**src/rtl/sub_64_iter.sv**
```systemverilog
// Iterative subtractor: a - b computed as a + ~b + 1, one CHUNK-wide slice
// per cycle, LSB slice first, carry held in a register between slices.
// Reports unsigned borrow or signed overflow depending on the latched sign.
//
// state | meaning
// ------+-------------------------------------------------------------
// IDLE  | waiting for an operation; in_ready=1
// CALC  | slice k of the difference is formed each cycle, k = 0..NCHUNK-1
// DONE  | d/overflow valid; held until out_ready
module sub_64_iter #(
   parameter int WIDTH  = 64,
   parameter int CHUNK  = 16,
   parameter int NCHUNK = 4
) (
   input  logic             clk,
   input  logic             rst,
   input  logic             in_valid,
   output logic             in_ready,
   input  logic [WIDTH-1:0] a,
   input  logic [WIDTH-1:0] b,
   input  logic             sign,
   output logic             out_valid,
   input  logic             out_ready,
   output logic [WIDTH-1:0] d,
   output logic             overflow
);

   localparam int KW = (NCHUNK > 1) ? $clog2(NCHUNK) : 1;
   localparam logic [KW-1:0] KLAST = KW'(NCHUNK - 1);

   typedef enum logic [1:0] {
      IDLE = 2'd0,
      CALC = 2'd1,
      DONE = 2'd2
   } state_t;

   state_t           state;
   logic [WIDTH-1:0] a_r;
   logic [WIDTH-1:0] b_r;
   logic             sign_r;
   logic [KW-1:0]    k;
   logic             carry;
   logic [WIDTH-1:0] acc;

   logic [CHUNK-1:0] a_chunk;
   logic [CHUNK-1:0] b_chunk;
   logic [CHUNK:0]   chunk_sum;
   logic [WIDTH-1:0] acc_next;
   logic             ovf_next;

   // Current slice of a + ~b + carry and the accumulator with it merged in.
   always_comb begin
      a_chunk   = a_r[k*CHUNK +: CHUNK];
      b_chunk   = b_r[k*CHUNK +: CHUNK];
      chunk_sum = {1'b0, a_chunk} + {1'b0, ~b_chunk} + (CHUNK+1)'(carry);
      acc_next  = acc;
      acc_next[k*CHUNK +: CHUNK] = chunk_sum[CHUNK-1:0];
      // A missing final carry-out means the unsigned subtraction borrowed.
      if (sign_r)
         ovf_next = (a_r[WIDTH-1] != b_r[WIDTH-1]) & (acc_next[WIDTH-1] != a_r[WIDTH-1]);
      else
         ovf_next = ~chunk_sum[CHUNK];
   end

   // Handshake FSM, slice iteration and registered result.
   always_ff @(posedge clk) begin
      if (rst) begin
         state     <= IDLE;
         in_ready  <= 1'b1;
         out_valid <= 1'b0;
         d         <= '0;
         overflow  <= 1'b0;
         k         <= '0;
         carry     <= 1'b0;
         acc       <= '0;
         a_r       <= '0;
         b_r       <= '0;
         sign_r    <= 1'b0;
      end else begin
         case (state)
            IDLE: begin
               if (in_valid && in_ready) begin
                  a_r      <= a;
                  b_r      <= b;
                  sign_r   <= sign;
                  k        <= '0;
                  carry    <= 1'b1;
                  acc      <= '0;
                  in_ready <= 1'b0;
                  state    <= CALC;
               end
            end
            CALC: begin
               acc   <= acc_next;
               carry <= chunk_sum[CHUNK];
               k     <= k + 1'b1;
               if (k == KLAST) begin
                  k         <= '0;
                  d         <= acc_next;
                  overflow  <= ovf_next;
                  out_valid <= 1'b1;
                  state     <= DONE;
               end
            end
            DONE: begin
               if (out_ready) begin
                  out_valid <= 1'b0;
                  in_ready  <= 1'b1;
                  state     <= IDLE;
               end
            end
            default: begin
               out_valid <= 1'b0;
               in_ready  <= 1'b1;
               state     <= IDLE;
            end
         endcase
      end
   end

endmodule

```
**config.mk**
```make
export PLATFORM = sky130hd
export DESIGN_NAME = sub_64_iter
export DESIGN_NICKNAME = d
export VERILOG_FILES = /design/src/rtl/sub_64_iter.sv
export SDC_FILE = /design/constraint.sdc
export NUM_CORES = 1
export LEC_CHECK = 0
export BUFFER_PORTS_ARGS = -buffer_cell sky130_fd_sc_hd__buf_2
export CAP_MARGIN = 15
export CORE_MARGIN = 5
export CORE_UTILIZATION = 26
export CTS_CLUSTER_SIZE = 30
export DETAILED_ROUTE_END_ITERATION = 10
export MAX_ROUTING_LAYER = met4
export PLACE_DENSITY = 0.48
export SLEW_MARGIN = 5
export SYNTH_ARGS = -nofsm -noshare
export SYNTH_HDL_FRONTEND = slang
export SYNTH_SLANG_ARGS = --single-unit
export TNS_END_PERCENT = 50
```
**constraint.sdc**
```tcl
create_clock -name clk -period 11 [get_ports clk]
set_input_delay 1.1 -clock clk [delete_from_list [all_inputs] [get_ports clk]]
set_output_delay 1.1 -clock clk [all_outputs]
set_load 0.01 [all_outputs]
```
==> metrics.md <==
| Metric | Value |
|---|---|
| GRT Overall Usage | 0.160 |
| CTS Buffer Depth | 3 |
| Clock Tree Root | clkbuf_16 |
| Post-synth EDFFs | 0 |
| CP max FO | 32 |
| Initial antenna violation count | 0 |
| TritonCTS clock tree | done |
| Nets | 1662 |
| Clock Latency Late Sink | 560 ps |
| FFs w/ async S/R, synth | 0 |
| Cell Area, Synth | 11500 µm² |
| Worst path max stage delay | between 500 and 600 ps |
| Combinational Power Share | 0.180 |
| Post-CTS setup buffer count | 0 |
| Sequential Power Share | 0.410 |
| Gpl congestion | approximately 0.79 |
| DRT Pass-1 Iters | 5 |
| Vias in the first global route | 9909 |
| Worst hold margin | ~450 ps |
| Cts bufs inserted | 30 |
| Main synth FF type | dfxtp_1 |
| Final Hold Viols | 0 |
| Die ar. | 48400 µm² |
| Setup WS post-layout | 6690 ps |
| Filler cells | 4739 |
| Main combinational cell family by area after synthesis | compound AO/OA/AOI/OAI gates |
| Hpwl dp | 27.1 mm |
| Final setup TNS | 0 ps |
| Final Setup Violations | 0 |
| Relative slew margins | 0.281 |
| P&R area growth vs syn | 21.5% |
| Share of layout cells above drive strength 1 | 0.204 |
| First-pass GRT wire length | 59.3 mm |
| Clk sinks | 265 |
| Status | finished clean |
| Commonest non-fill, non-tap cell in the layout | nand2_1 |
| Routed Antenna Nets | 0 |
| P_sw | 729 µW |
| Seq/Total Area, Yosys | 0.462 |
| Internal | 1770 µW |
| Cells after Synth | 1369 |
| Via density | 4.84 |
| CP delay by family, top | simple AND/OR/NAND/NOR gates |
| Critical Path RT | 11490 ps |
| CP Buf/Inv Count | 3 |
| # hold bufs at CTS | 0 |
| Post-Synth Simple-Gate Area | 0.180 |
| PortBufs | 199 |
| Fin crit period | 4310 ps |
| Synth cell types | 68 |
| Fmax | 0.232 GHz |
| CP arrival | 4790 ps |
| Critical path launch point type | flip-flop |
| Unrepaired setup endpoints after global routing | false |
| Setup WS pre-CTS | 6680 ps |
| Post_cts resized | 0 |
| Post-Synth XOR/XNOR Area | 0.00970 |
| HP Class | flip-flop to flip-flop |
| Drc violations | 0 |
| # Max-Cap Violations | 0 |
| Crit path capture type | flip-flop |
| Compound-Gate Fraction of Synth Area | 0.211 |
| Clock skew | 9.19 ps |
| Worst-margin pin slew | 1080 ps |
| Synth warnings | 0 |
| FP Rows | 77 |
| N_diodes | 0 |
| Max IR drop VDD | 87.8 µV |
| Initial core utilization | 0.261 |
| Max-slew violations | 0 |
| Clock slew at reported path FFs | 60 ps |
| Yosys reg bits | 265 |
| Core area | approximately 44000 µm² |
| Synth Area in Adders | 0.0264 |
| Routed WL | slightly below 40 mm |
| Grt total ovfl | 0 |
| Post-Syn Nets | 1525 |
| Critical path class | flip-flop to flip-flop |
| Worst path slowest cell | buf_4 |
| Via count | 10.3k |
| Mux cell area share after synthesis | 0.0645 |
| Pwr Density | 179 nW/µm² |
| LEAKAGE | 0.00543 µW |
| I/O pins | 200 |
| Crit-path cells | buf_4 -> mux4_2 -> inv_1 -> fa_1 -> inv_1 -> fa_1 -> and2b_1 -> o2111ai_2 -> a211oi_1 -> mux2i_1 -> nor2_1 -> a32oi_1 -> nor2_1 |
| Most frequent cells in the layout | nand2_1 (335), dfxtp_1 (263), a21oi_1 (200) |
| Mean Syn Cell Area | 8.38 µm² |
| Die W | around 220 µm |
| Final period utilization | 0.392 |
| H-Tree Depth | 1 |
| Sw Share | 0.292 |
| Clk network pwr share | 0.410 |
| Starting DRT DRC Count | 773 |
| R2r setup slk | about 6700 ps |
| Largest net degree at the start of global routing | 117 |
| Die height | 220 µm |
| DR WL/cell | ~18 µm |
tightest hold or removal path, cell delays in order, from the launching register on:
cell     delay (ps)
dfxtp_1         300
nand2_1          50
a21oi_1          50
logic make-up (layout without fill, tap and decap cells):
kind of cell,count (synthesis),count (layout)
XOR/XNOR,11,11
AO/OA/AOI/OAI,391,391
buffers and inverters,137,295
AND/OR/NAND/NOR,508,508
adder cells (fa/ha/maj),23,23
flip-flops,265,265
multiplexers,34,34
sequential cells by signal (all words and copies together) (netlist names):
| signal | count |
|---|---|
| overflow | 1 |
| acc | 64 |
| in_ready | 1 |
| sign_r | 1 |
| out_valid | 1 |
| d | 64 |
| b_r | 64 |
| carry | 1 |
| state | 2 |
| a_r | 64 |
| k | 2 |
routing by layer:
metal  up-vias  track usage  share of wire
met2       256        0.256           0.47
met1      4897        0.217           0.46
met3        48       0.0235          0.046
li1       5058            -              -
met4         0       0.0362          0.023
met5         -            -              0
final cells by class:
type | instances | area [µm²] | share of cell area
sequential | 265 | 5310 | 0.381
multi-input combinational | 967 | 5670 | 0.406
inverter | 31 | 116 | 0.00835
tap | 592 | 741 | 0.0531
timing repair buffer | 211 | 1090 | 0.0784
clock inverter | 5 | 77.6 | 0.00556
clock buffer | 48 | 940 | 0.0674
stage by stage:
step           power, µW  cells   util  area [µm²]
6_report            2500   2119  0.317       13900
5_1_grt             2620   2119  0.317       13900
4_1_cts             2530   2119  0.317       13900
3_5_place_dp        1500   2066  0.294       12900
3_3_place_gp        1490   2066  0.294       12900
2_1_floorplan       1340   1369      -       11500
power by group through the flow:
stage | Clock (µW) | Sequential [µW] | Combinational [µW]
2_1_floorplan | 0 | 1040 | 303
3_3_place_gp | 0 | 1040 | 450
3_5_place_dp | 0 | 1050 | 453
4_1_cts | 1060 | 1020 | 454
5_1_grt | 1100 | 1030 | 495
6_report | 1030 | 1020 | 450
Yosys cell counts (8+ instances only):
library cell / instances / area share
a211oi_1: 16 / 0.010
a21oi_1: 200 / 0.087
a221oi_1: 24 / 0.018
a22o_1: 26 / 0.020
a22oi_1: 10 / 0.0065
a31oi_1: 8 / 0.0044
clkbuf_1: 94 / 0.031
dfxtp_1: 265 / 0.46
ha_1: 21 / 0.023
inv_1: 29 / 0.0095
mux4_2: 32 / 0.063
nand2_1: 335 / 0.11
nand3_1: 32 / 0.014
nor2_1: 96 / 0.031
nor3_1: 15 / 0.0065
o21ai_0: 56 / 0.024
o2bb2ai_1: 8 / 0.0061
final timing paths:
path,start,cells after the start,to
setup / recovery,k[0]$_SDFFE_PP0P_,13,acc[12]$_SDFFE_PP0P_
hold / removal,d[52]$_SDFFE_PP0P_,2,d[52]$_SDFFE_PP0P_
setup reg to reg,k[0]$_SDFFE_PP0P_,13,acc[12]$_SDFFE_PP0P_
hold reg to reg,d[52]$_SDFFE_PP0P_,2,d[52]$_SDFFE_PP0P_
Note: power is estimated with default switching activity, not from simulation.
